**config.mk**
```make
export PLATFORM = sky130hd
export DESIGN_NAME = execute_pipe_flat
export DESIGN_NICKNAME = d
export VERILOG_FILES = /design/src/rtl/y86_pkg.sv /design/src/rtl/execute_pipe_if.sv /design/src/rtl/alu_y86.sv /design/src/rtl/execute_pipe.sv /design/src/flat_wrapper.sv
export SDC_FILE = /design/constraint.sdc
export NUM_CORES = 1
export LEC_CHECK = 0
export ABC_AREA = 0
export CAP_MARGIN = 20
export CORE_ASPECT_RATIO = 1.2
export CORE_MARGIN = 4
export CORE_UTILIZATION = 49
export CTS_BUF_LIST = sky130_fd_sc_hd__clkbuf_2
export DETAILED_ROUTE_END_ITERATION = 10
export HOLD_SLACK_MARGIN = 0.08
export PLACE_DENSITY = 0.8
export SLEW_MARGIN = 5
export SYNTH_ARGS = -nofsm -noshare
export SYNTH_HDL_FRONTEND = slang
export SYNTH_SLANG_ARGS = --single-unit
```
**constraint.sdc**
```tcl
create_clock -name clk -period 5.6 [get_ports clk]
set_input_delay 1.12 -clock clk [delete_from_list [all_inputs] [get_ports clk]]
set_output_delay 1.12 -clock clk [all_outputs]
set_load 0.02 [all_outputs]
```
**src/rtl/y86_pkg.sv**
```systemverilog
// Shared Y86-64 encodings, widths and execute-stage payload types.
// Used by execute_pipe, alu_y86 and execute_pipe_if.
package y86_pkg;

  localparam int unsigned WORD = 64;

  localparam logic [3:0] I_HALT   = 4'h0;
  localparam logic [3:0] I_NOP    = 4'h1;
  localparam logic [3:0] I_CMOVXX = 4'h2;
  localparam logic [3:0] I_IRMOVQ = 4'h3;
  localparam logic [3:0] I_RMMOVQ = 4'h4;
  localparam logic [3:0] I_MRMOVQ = 4'h5;
  localparam logic [3:0] I_OPQ    = 4'h6;
  localparam logic [3:0] I_JXX    = 4'h7;
  localparam logic [3:0] I_CALL   = 4'h8;
  localparam logic [3:0] I_RET    = 4'h9;
  localparam logic [3:0] I_PUSHQ  = 4'hA;
  localparam logic [3:0] I_POPQ   = 4'hB;

  localparam logic [3:0] A_ADD = 4'h0;
  localparam logic [3:0] A_SUB = 4'h1;
  localparam logic [3:0] A_AND = 4'h2;
  localparam logic [3:0] A_XOR = 4'h3;

  localparam logic [3:0] C_YES = 4'h0;
  localparam logic [3:0] C_LE  = 4'h1;
  localparam logic [3:0] C_L   = 4'h2;
  localparam logic [3:0] C_E   = 4'h3;
  localparam logic [3:0] C_NE  = 4'h4;
  localparam logic [3:0] C_GE  = 4'h5;
  localparam logic [3:0] C_G   = 4'h6;

  localparam logic [3:0] S_AOK = 4'h8;
  localparam logic [3:0] S_HLT = 4'h4;
  localparam logic [3:0] S_ADR = 4'h2;
  localparam logic [3:0] S_INS = 4'h1;

  localparam logic [3:0] RNONE = 4'hF;

  localparam logic [WORD-1:0] STACK_INC = WORD'(8);
  localparam logic [WORD-1:0] STACK_DEC = ~WORD'(7);

  typedef struct packed {
    logic [3:0]      icode;
    logic [3:0]      ifun;
    logic [3:0]      stat;
    logic [WORD-1:0] valc;
    logic [WORD-1:0] vala;
    logic [WORD-1:0] valb;
    logic [3:0]      dste;
    logic [3:0]      dstm;
    logic [3:0]      srca;
    logic [3:0]      srcb;
  } e_reg_t;

  typedef struct packed {
    logic zf;
    logic sf;
    logic of;
  } cc_t;

  localparam e_reg_t E_BUBBLE = '{icode: I_NOP, ifun: 4'h0, stat: S_AOK,
                                  valc: '0, vala: '0, valb: '0,
                                  dste: RNONE, dstm: RNONE, srca: RNONE, srcb: RNONE};

  localparam cc_t CC_RESET = '{zf: 1'b1, sf: 1'b0, of: 1'b0};

endpackage

```
**src/rtl/execute_pipe_if.sv**
```systemverilog
// Decode-to-execute bundle plus execute results and hazard-control fields.
interface execute_pipe_if;

  logic                     E_bubble;
  logic [3:0]               d_icode, d_ifun, d_Stat;
  logic [y86_pkg::WORD-1:0] d_valC, d_valA, d_valB;
  logic [3:0]               d_dstE, d_dstM, d_srcA, d_srcB;
  logic [3:0]               m_Stat, W_Stat;

  logic [3:0]               E_icode, E_ifun, E_Stat;
  logic [y86_pkg::WORD-1:0] E_valA;
  logic [3:0]               E_dstM, E_srcA, E_srcB;
  logic [y86_pkg::WORD-1:0] e_valE;
  logic [3:0]               e_dstE;
  logic                     e_Cnd;
  logic                     cc_zf, cc_sf, cc_of;

  modport master (
    output E_bubble, d_icode, d_ifun, d_Stat, d_valC, d_valA, d_valB,
           d_dstE, d_dstM, d_srcA, d_srcB, m_Stat, W_Stat,
    input  E_icode, E_ifun, E_Stat, E_valA, E_dstM, E_srcA, E_srcB,
           e_valE, e_dstE, e_Cnd, cc_zf, cc_sf, cc_of
  );

  modport slave (
    input  E_bubble, d_icode, d_ifun, d_Stat, d_valC, d_valA, d_valB,
           d_dstE, d_dstM, d_srcA, d_srcB, m_Stat, W_Stat,
    output E_icode, E_ifun, E_Stat, E_valA, E_dstM, E_srcA, E_srcB,
           e_valE, e_dstE, e_Cnd, cc_zf, cc_sf, cc_of
  );

endinterface

```
**src/rtl/alu_y86.sv**
```systemverilog
// Combinational Y86-64 ALU: add/sub/and/xor of B op A with new ZF/SF/OF.
module alu_y86
  import y86_pkg::*;
(
  input  logic [WORD-1:0] aluA,
  input  logic [WORD-1:0] aluB,
  input  logic [3:0]      alufun,
  output logic [WORD-1:0] valE,
  output logic            zf,
  output logic            sf,
  output logic            of
);

  localparam int unsigned MSB = WORD - 1;

  always_comb begin
    valE = '0;
    of   = 1'b0;
    case (alufun)
      A_ADD: begin
        valE = aluB + aluA;
        of   = (aluA[MSB] == aluB[MSB]) && (valE[MSB] != aluA[MSB]);
      end
      A_SUB: begin
        valE = aluB - aluA;
        of   = (aluA[MSB] != aluB[MSB]) && (valE[MSB] != aluB[MSB]);
      end
      A_AND:   valE = aluB & aluA;
      A_XOR:   valE = aluB ^ aluA;
      default: valE = '0;
    endcase
    zf = (valE == '0);
    sf = valE[MSB];
  end

endmodule

```
**src/rtl/execute_pipe.sv**
```systemverilog
// Y86-64 execute stage: E pipeline register, ALU, CC register and condition logic.
// Optional EXEC_MISPRED_CNT_EN adds a saturating not-taken-jump counter (mispred_cnt).
module execute_pipe
  import y86_pkg::*;
(
  input logic           clk,
  input logic           reset,
  execute_pipe_if.slave ex
`ifdef EXEC_MISPRED_CNT_EN
  ,
  output logic [31:0]   mispred_cnt
`endif
);

  e_reg_t          e_d, e_q;
  cc_t             cc_d, cc_q;
  logic [WORD-1:0] alu_a, alu_b, alu_res;
  logic [3:0]      alu_fn;
  logic            alu_zf, alu_sf, alu_of;
  logic            cnd;

  always_comb begin
    e_d = E_BUBBLE;
    if (!ex.E_bubble) begin
      e_d = '{icode: ex.d_icode, ifun: ex.d_ifun, stat: ex.d_Stat,
              valc: ex.d_valC, vala: ex.d_valA, valb: ex.d_valB,
              dste: ex.d_dstE, dstm: ex.d_dstM, srca: ex.d_srcA, srcb: ex.d_srcB};
    end
  end

  always_ff @(posedge clk) begin
    if (reset) begin
      e_q  <= E_BUBBLE;
      cc_q <= CC_RESET;
    end else begin
      e_q  <= e_d;
      cc_q <= cc_d;
    end
  end

  // Operand and function selection by instruction class.
  always_comb begin
    alu_a  = '0;
    alu_b  = '0;
    alu_fn = A_ADD;
    case (e_q.icode)
      I_CMOVXX: alu_a = e_q.vala;
      I_OPQ: begin
        alu_a  = e_q.vala;
        alu_b  = e_q.valb;
        alu_fn = e_q.ifun;
      end
      I_IRMOVQ: alu_a = e_q.valc;
      I_RMMOVQ, I_MRMOVQ: begin
        alu_a = e_q.valc;
        alu_b = e_q.valb;
      end
      I_CALL, I_PUSHQ: begin
        alu_a = STACK_DEC;
        alu_b = e_q.valb;
      end
      I_RET, I_POPQ: begin
        alu_a = STACK_INC;
        alu_b = e_q.valb;
      end
      default: ;
    endcase
  end

  alu_y86 u_alu (
    .aluA   (alu_a),
    .aluB   (alu_b),
    .alufun (alu_fn),
    .valE   (alu_res),
    .zf     (alu_zf),
    .sf     (alu_sf),
    .of     (alu_of)
  );

  // Flags commit only when no later stage has raised an exception.
  always_comb begin
    cc_d = cc_q;
    if (e_q.icode == I_OPQ && ex.m_Stat == S_AOK && ex.W_Stat == S_AOK) begin
      cc_d = '{zf: alu_zf, sf: alu_sf, of: alu_of};
    end
  end

  always_comb begin
    cnd = 1'b0;
    if (e_q.icode == I_CMOVXX || e_q.icode == I_JXX) begin
      case (e_q.ifun)
        C_YES:   cnd = 1'b1;
        C_LE:    cnd = (cc_q.sf ^ cc_q.of) | cc_q.zf;
        C_L:     cnd = cc_q.sf ^ cc_q.of;
        C_E:     cnd = cc_q.zf;
        C_NE:    cnd = !cc_q.zf;
        C_GE:    cnd = !(cc_q.sf ^ cc_q.of);
        C_G:     cnd = !(cc_q.sf ^ cc_q.of) && !cc_q.zf;
        default: cnd = 1'b0;
      endcase
    end
  end

  assign ex.E_icode = e_q.icode;
  assign ex.E_ifun  = e_q.ifun;
  assign ex.E_Stat  = e_q.stat;
  assign ex.E_valA  = e_q.vala;
  assign ex.E_dstM  = e_q.dstm;
  assign ex.E_srcA  = e_q.srca;
  assign ex.E_srcB  = e_q.srcb;
  assign ex.e_valE  = alu_res;
  assign ex.e_dstE  = (e_q.icode == I_CMOVXX && !cnd) ? RNONE : e_q.dste;
  assign ex.e_Cnd   = cnd;
  assign ex.cc_zf   = cc_q.zf;
  assign ex.cc_sf   = cc_q.sf;
  assign ex.cc_of   = cc_q.of;

`ifdef EXEC_MISPRED_CNT_EN
  logic [31:0] mp_d, mp_q;

  always_comb begin
    mp_d = mp_q;
    if (e_q.icode == I_JXX && !cnd && mp_q != 32'hFFFF_FFFF) begin
      mp_d = mp_q + 32'd1;
    end
  end

  always_ff @(posedge clk) begin
    if (reset) mp_q <= '0;
    else       mp_q <= mp_d;
  end

  assign mispred_cnt = mp_q;
`endif

endmodule

```
**src/flat_wrapper.sv**
```systemverilog
// flat-port wrapper written by rule: the top's interface ports become plain ports
module execute_pipe_flat import y86_pkg::*;
  (clk, reset, ex_E_bubble, ex_d_icode, ex_d_ifun, ex_d_Stat, ex_d_valC, ex_d_valA, ex_d_valB, ex_d_dstE, ex_d_dstM, ex_d_srcA, ex_d_srcB, ex_m_Stat, ex_W_Stat, ex_E_icode, ex_E_ifun, ex_E_Stat, ex_E_valA, ex_E_dstM, ex_E_srcA, ex_E_srcB, ex_e_valE, ex_e_dstE, ex_e_Cnd, ex_cc_zf, ex_cc_sf, ex_cc_of);
  execute_pipe_if ex_i ();
  input logic clk;
  input logic reset;
  input wire logic [$bits(ex_i.E_bubble)-1:0] ex_E_bubble;
  input wire logic [$bits(ex_i.d_icode)-1:0] ex_d_icode;
  input wire logic [$bits(ex_i.d_ifun)-1:0] ex_d_ifun;
  input wire logic [$bits(ex_i.d_Stat)-1:0] ex_d_Stat;
  input wire logic [$bits(ex_i.d_valC)-1:0] ex_d_valC;
  input wire logic [$bits(ex_i.d_valA)-1:0] ex_d_valA;
  input wire logic [$bits(ex_i.d_valB)-1:0] ex_d_valB;
  input wire logic [$bits(ex_i.d_dstE)-1:0] ex_d_dstE;
  input wire logic [$bits(ex_i.d_dstM)-1:0] ex_d_dstM;
  input wire logic [$bits(ex_i.d_srcA)-1:0] ex_d_srcA;
  input wire logic [$bits(ex_i.d_srcB)-1:0] ex_d_srcB;
  input wire logic [$bits(ex_i.m_Stat)-1:0] ex_m_Stat;
  input wire logic [$bits(ex_i.W_Stat)-1:0] ex_W_Stat;
  output wire logic [$bits(ex_i.E_icode)-1:0] ex_E_icode;
  output wire logic [$bits(ex_i.E_ifun)-1:0] ex_E_ifun;
  output wire logic [$bits(ex_i.E_Stat)-1:0] ex_E_Stat;
  output wire logic [$bits(ex_i.E_valA)-1:0] ex_E_valA;
  output wire logic [$bits(ex_i.E_dstM)-1:0] ex_E_dstM;
  output wire logic [$bits(ex_i.E_srcA)-1:0] ex_E_srcA;
  output wire logic [$bits(ex_i.E_srcB)-1:0] ex_E_srcB;
  output wire logic [$bits(ex_i.e_valE)-1:0] ex_e_valE;
  output wire logic [$bits(ex_i.e_dstE)-1:0] ex_e_dstE;
  output wire logic [$bits(ex_i.e_Cnd)-1:0] ex_e_Cnd;
  output wire logic [$bits(ex_i.cc_zf)-1:0] ex_cc_zf;
  output wire logic [$bits(ex_i.cc_sf)-1:0] ex_cc_sf;
  output wire logic [$bits(ex_i.cc_of)-1:0] ex_cc_of;
  assign ex_i.E_bubble = ex_E_bubble;
  assign ex_i.d_icode = ex_d_icode;
  assign ex_i.d_ifun = ex_d_ifun;
  assign ex_i.d_Stat = ex_d_Stat;
  assign ex_i.d_valC = ex_d_valC;
  assign ex_i.d_valA = ex_d_valA;
  assign ex_i.d_valB = ex_d_valB;
  assign ex_i.d_dstE = ex_d_dstE;
  assign ex_i.d_dstM = ex_d_dstM;
  assign ex_i.d_srcA = ex_d_srcA;
  assign ex_i.d_srcB = ex_d_srcB;
  assign ex_i.m_Stat = ex_m_Stat;
  assign ex_i.W_Stat = ex_W_Stat;
  assign ex_E_icode = ex_i.E_icode;
  assign ex_E_ifun = ex_i.E_ifun;
  assign ex_E_Stat = ex_i.E_Stat;
  assign ex_E_valA = ex_i.E_valA;
  assign ex_E_dstM = ex_i.E_dstM;
  assign ex_E_srcA = ex_i.E_srcA;
  assign ex_E_srcB = ex_i.E_srcB;
  assign ex_e_valE = ex_i.e_valE;
  assign ex_e_dstE = ex_i.e_dstE;
  assign ex_e_Cnd = ex_i.e_Cnd;
  assign ex_cc_zf = ex_i.cc_zf;
  assign ex_cc_sf = ex_i.cc_sf;
  assign ex_cc_of = ex_i.cc_of;
  execute_pipe u_core (.clk(clk), .reset(reset), .ex(ex_i));
endmodule
```
==> impl_metrics.ini, run 1 <==
[outcome]
status = aborted with a tool error
haltStage = 5_1_grt
tool.error = [ERROR GRT-0232] Routing congestion too high. Check the congestion heatmap in the GUI.

[yosys]
ys.flop_type = dfxtp_1
synthDistinctLibCells = 92
async_flop_share_pct = 0
synth-warning-count = 0
synth_area_sq_um = 19600
syn_inst = 2625
seq_area_frac_synth_pct = 22.8
synth-edff-count = 0
synth_area_per_cell_sq_um = 7.46
yosys_register_bits = 223
synthesis.nets = 2992
synth_area_leaders = dfxtp_1 (23%), ha_1 (8.6%), and2_1 (7.0%)
synth_top_cell_area_share_pct = 22.8
yosys.area.top_type = dfxtp_1

[cts]
cts_root_buf = clkbuf_2
htree_levels = 2
cts_sinks = 223
cts_max_path_buffers = 3
cts-buffers-inserted = 54
cts_hold_buf = 0

[global_route]
grt_util_all_layers_pct = 62.8
grt_max_degree = 125
grt_remaining_overflow = 113

[placed_design]
gp_congestion = 1.13
placedCellCount = 4093
hpwl_um = 78700
io_buffers = 390

[floorplan]
start_util_pct = 50.0
die_w_um = 190
io_pins = 391
die_h_um = 227
row_count = 79
[through the flow]
stage | setup slack, ps | instance area (sq um) | TNS (ps) | hold WS, ps
2_1_floorplan | 4.27 | 19600 | 0 | 612
3_3_place_gp | -678 | 29000 | -8240 | 525
3_5_place_dp | -882 | 29000 | -11840 | 572
4_1_cts | -1030 | 32600 | -34330 | 550
[repair_timing]
item / CTS
resized for setup: 609
endpoints found under the setup margin: 61
pin swaps: 126
gates cloned: 4
buffers inserted: 107
[routing by layer]
metal	track usage [%]	overflow
met4	56.9	61
met3	42.3	3
met5	22.5	1
met2	84.4	47
met1	63.6	1
[cell families after synthesis]
group,count (synthesis),share of synthesized area (%)
xor gates and xnor gates,23,1.03
and+or+nand+nor,1019,27.8
muxes,28,1.47
AOI/OAI and AO/OA,800,28.7
DFF,223,22.8
adders and majority gates,136,8.77
buffers and inverters,396,9.47
[Yosys cell counts, types with 12 or more instances]
cell / instances
a221oi_1: 77
a21o_1: 30
buf_2: 23
nand4_1: 29
and3_1: 20
buf_4: 90
nor3_1: 56
o21ai_0: 127
o211ai_1: 33
clkbuf_1: 118
nor2_1: 179
o21bai_1: 22
nor4_1: 44
o22ai_1: 13
inv_1: 146
o31ai_1: 41
mux2i_1: 22
a31oi_1: 37
nand2_1: 191
nand3_1: 64
a21oi_1: 187
or3_1: 33
and2_1: 219
a221o_1: 12
dfxtp_1: 223
ha_1: 134
buf_1: 17
o31a_1: 14
nand2b_1: 26
a211o_1: 19
nor2b_1: 94
o21a_1: 23
a211oi_1: 35
xnor2_1: 22
==> inputs of run 2 (changes only) <==
--- a/config.mk
+++ b/config.mk
@@ -7,13 +7,10 @@
 export LEC_CHECK = 0
 export ABC_AREA = 0
 export CAP_MARGIN = 20
-export CORE_ASPECT_RATIO = 1.2
 export CORE_MARGIN = 4
-export CORE_UTILIZATION = 49
-export CTS_BUF_LIST = sky130_fd_sc_hd__clkbuf_2
+export CORE_UTILIZATION = 40
 export DETAILED_ROUTE_END_ITERATION = 10
-export HOLD_SLACK_MARGIN = 0.08
-export PLACE_DENSITY = 0.8
+export PLACE_DENSITY_LB_ADDON = 0.15
 export SLEW_MARGIN = 5
 export SYNTH_ARGS = -nofsm -noshare
 export SYNTH_HDL_FRONTEND = slang
==> constraint.sdc (replaced) <==
create_clock -name clk -period 7.3 [get_ports clk]
set_input_delay 1.46 -clock clk [delete_from_list [all_inputs] [get_ports clk]]
set_output_delay 1.46 -clock clk [all_outputs]
set_load 0.02 [all_outputs]
==> impl_metrics.ini, run 2 <==
[outcome]
status = finished with violations
violations = design-rule violations

[timing]
maxSlewViolCount = 0
setup_viol = 0
finalClockSkew_ps = 33.2
max_freq_ghz = 0.139
fin_crit_ps = 7170
tightest_slew_ps = 1210
whs_ps = 593
rsz0062_at_grt = true
layout_setup_ws_ps = 126
period_share_pct = 98.3
hold_violations = 0
max_slew_margin_pct = 18.4

[worst_setup_path]
reg2reg_from = u_core.ex.E_icode[2]
crit_arrival_ps = 5710
worstPathRequired_ps = 5840
worst-setup-path-type = register to primary output
crit_path_start_kind = register
r2r_cells = 19
timing.rr.end = u_core.ex.cc_zf
rrSetupSlack_ps = 520
cp_max_fo = 10
crit_path_end_kind = primary output

[floorplan]
start_util_pct = 40.7
fp.coreArea_sq_um = 48000
die_h_um = 229
row_count = 80
io_pins = 391
dieArea_sq_um = 52500
die_w_um = 229

[placed_design]
dp_slack_ps = 115
placed_cell_area_sq_um = 23900
gp_congestion = 1.06
io_buffers = 390
hpwl_um = 72600

[yosys]
synth_area_per_cell_sq_um = 7.46
yosys_register_bits = 223
synth-simple-area-share_pct = 27.8
synth_top_family_by_area = compound AO/OA/AOI/OAI gates
muxShareOfSynthArea_pct = 1.47
synth_commonest_cells = dfxtp_1 (223), and2_1 (219), nand2_1 (191)
synthAdderAreaFrac_pct = 8.77
yosys.area.top_type = dfxtp_1
synth-warning-count = 0
async_flop_share_pct = 0
synthDistinctLibCells = 92
synth-edff-count = 0
synth_area_leaders = dfxtp_1 (23%), ha_1 (8.6%), and2_1 (7.0%)
synth_compound_area_share_pct = 28.7
ys.flop_type = dfxtp_1
synth_area_sq_um = 19600
seq_area_frac_synth_pct = 22.8
synthesis.nets = 2992
synthXorXnorAreaFrac_pct = 1.03
syn_inst = 2625
yosysMostFrequentCell = dfxtp_1
synth_top_cell_area_share_pct = 22.8

[final_layout]
fillers = 4659
largest-register = u_core.e_q
fin_area_sq_um = 25200
drive_above_1_share_pct = 10.1
seqCellArea_sq_um = 4470
largest_register_ff_count = 132
antenna_cells = 0
final_common_cell = clkdlybuf4s50_1
postLayoutCoreUtil_pct = 52.5
multiInputGateArea_sq_um = 13700
mostFrequentLayoutCells = clkdlybuf4s50_1 (385), and2_1 (219), dfxtp_1 (219)
final_nets = 3285
area_growth_syn_to_layout_pct = 29.0

[drt]
wire_per_inst_um = 25.8
drc = 1
drt-pass1-iter-count = 9
drt_iter0_drc = 2558
viasPerCell = 6.19
vias = 22000
ant_nets = 0
routed_wirelength_um = 91700

[flow_run]
max_cap_viol_count = 0

[worst_hold_path]
min_path_type = register to register
holdPathStages = 2
min_from = u_core.ex.cc_of
whs_endpoint = u_core.ex.cc_of

[cts]
cts_max_path_buffers = 3
cts_root_buf = clkbuf_16
cts-buffers-inserted = 25
cts_tree = done
htree_levels = 1
clk_pin_slew_ps = 60
cts_sinks = 223
cts_hold_buf = 0
worstSkewPairLatency_ps = 570

[power]
vdd_drop_max_v = 0.000165
power_density_nw_per_um2 = 146
p_leak_nw = 11.1

[global_route]
grt_pass1_wl_um = 135000
grt_remaining_overflow = 0
grt_pass1_vias = 21200
antenna_found_initial = 3
grt_max_degree = 124
grt_util_all_layers_pct = 32.8
[run 2: worst max path at each step]
stage / start / endpoint / slack, ps / depth (start not counted)
final: u_core.ex.E_icode[2] / ex_e_valE[40] / 130 / 18
after global routing: u_core.ex.E_icode[3] / ex_e_valE[52] / -20 / 17
after CTS: u_core.ex.E_icode[2] / ex_e_valE[41] / -4 / 16
after detailed placement: u_core.ex.E_icode[3] / ex_e_valE[61] / 110 / 16
after global placement: u_core.ex.E_icode[3] / ex_e_valE[61] / 90 / 16
after floorplan: u_core.ex.E_icode[3] / ex_e_valE[60] / 940 / 19
[run 2: critical path, cell delays in order (launching register included)]
cell	delay, ps
dfxtp_2	450
nand3b_1	200
a21oi_4	100
buf_12	140
a22o_1	270
ha_1	260
fa_1	490
nor2b_1	190
o311ai_4	250
a31oi_1	250
buf_4	230
a21o_1	250
a21oi_2	280
o21ai_1	110
buf_4	180
o31ai_1	310
xnor2_1	110
o21ai_1	370
clkdlybuf4s50_1	690
[run 2: area by class of cell]
| type | instances | area share, % |
|---|---|---|
| Clock buffer | 36 | 2.92 |
| Tap cell | 615 | 3.05 |
| Multi-Input combinational cell | 2006 | 54.2 |
| Timing Repair Buffer | 515 | 19.5 |
| Clock inverter | 10 | 0.436 |
| Inverter | 147 | 2.19 |
| Sequential cell | 223 | 17.7 |
[run 2: kinds of logic (layout without fill, tap and decap cells)]
group                    Yosys count  in the layout
adder cells (fa/ha/maj)          136            136
buffers and inverters            396            708
XOR/XNOR                          23             23
multiplexers                      28             28
flip-flops                       223            223
AND/OR/NAND/NOR                 1019           1019
AO/OA/AOI/OAI                    800            800
[run 2: stage by stage]
stage	instances	total power [mW]	TNS (ps)
final	3552	3.67	0
after global routing	3552	3.83	-37.2
after CTS	3543	3.67	-7.71
after detailed placement	3497	2.35	0
after global placement	3497	2.35	0
after floorplan	2625	1.90	0
[run 2: report_power, final]
group | total (mW) | switching [mW] | internal [mW]
clock network | 1.29 | 0.524 | 0.771
registers | 1.29 | 0.0239 | 1.27
logic | 1.09 | 0.623 | 0.464
[run 2: per-layer routing]
metal / global-route usage, % / vias to the layer above / wire [um]
li1: - / 10000 / -
met1: 42.9 / 10500 / 37400
met2: 55.3 / 1220 / 42500
met3: 5.19 / 221 / 8020
met4: 10.9 / 6 / 3700
met5: 0 / - / 41
[run 2: what timing repair did]
action	4_1_cts	5_1_grt
buffers inserted	0	9
pin swaps	0	10
setup endpoints to repair	21	29
resized for setup	37	62
Note: power is estimated with default switching activity, not from simulation.
==> inputs of run 3 (changes only) <==
--- a/config.mk
+++ b/config.mk
@@ -10,6 +10,8 @@
 export CORE_MARGIN = 4
 export CORE_UTILIZATION = 40
 export DETAILED_ROUTE_END_ITERATION = 10
+export GPL_TIMING_DRIVEN = 1
+export HOLD_SLACK_MARGIN = 0.05
 export PLACE_DENSITY_LB_ADDON = 0.15
 export SLEW_MARGIN = 5
 export SYNTH_ARGS = -nofsm -noshare
==> results of run 3 <==
Final layout, timing and power as in run 2 (identical DEF).
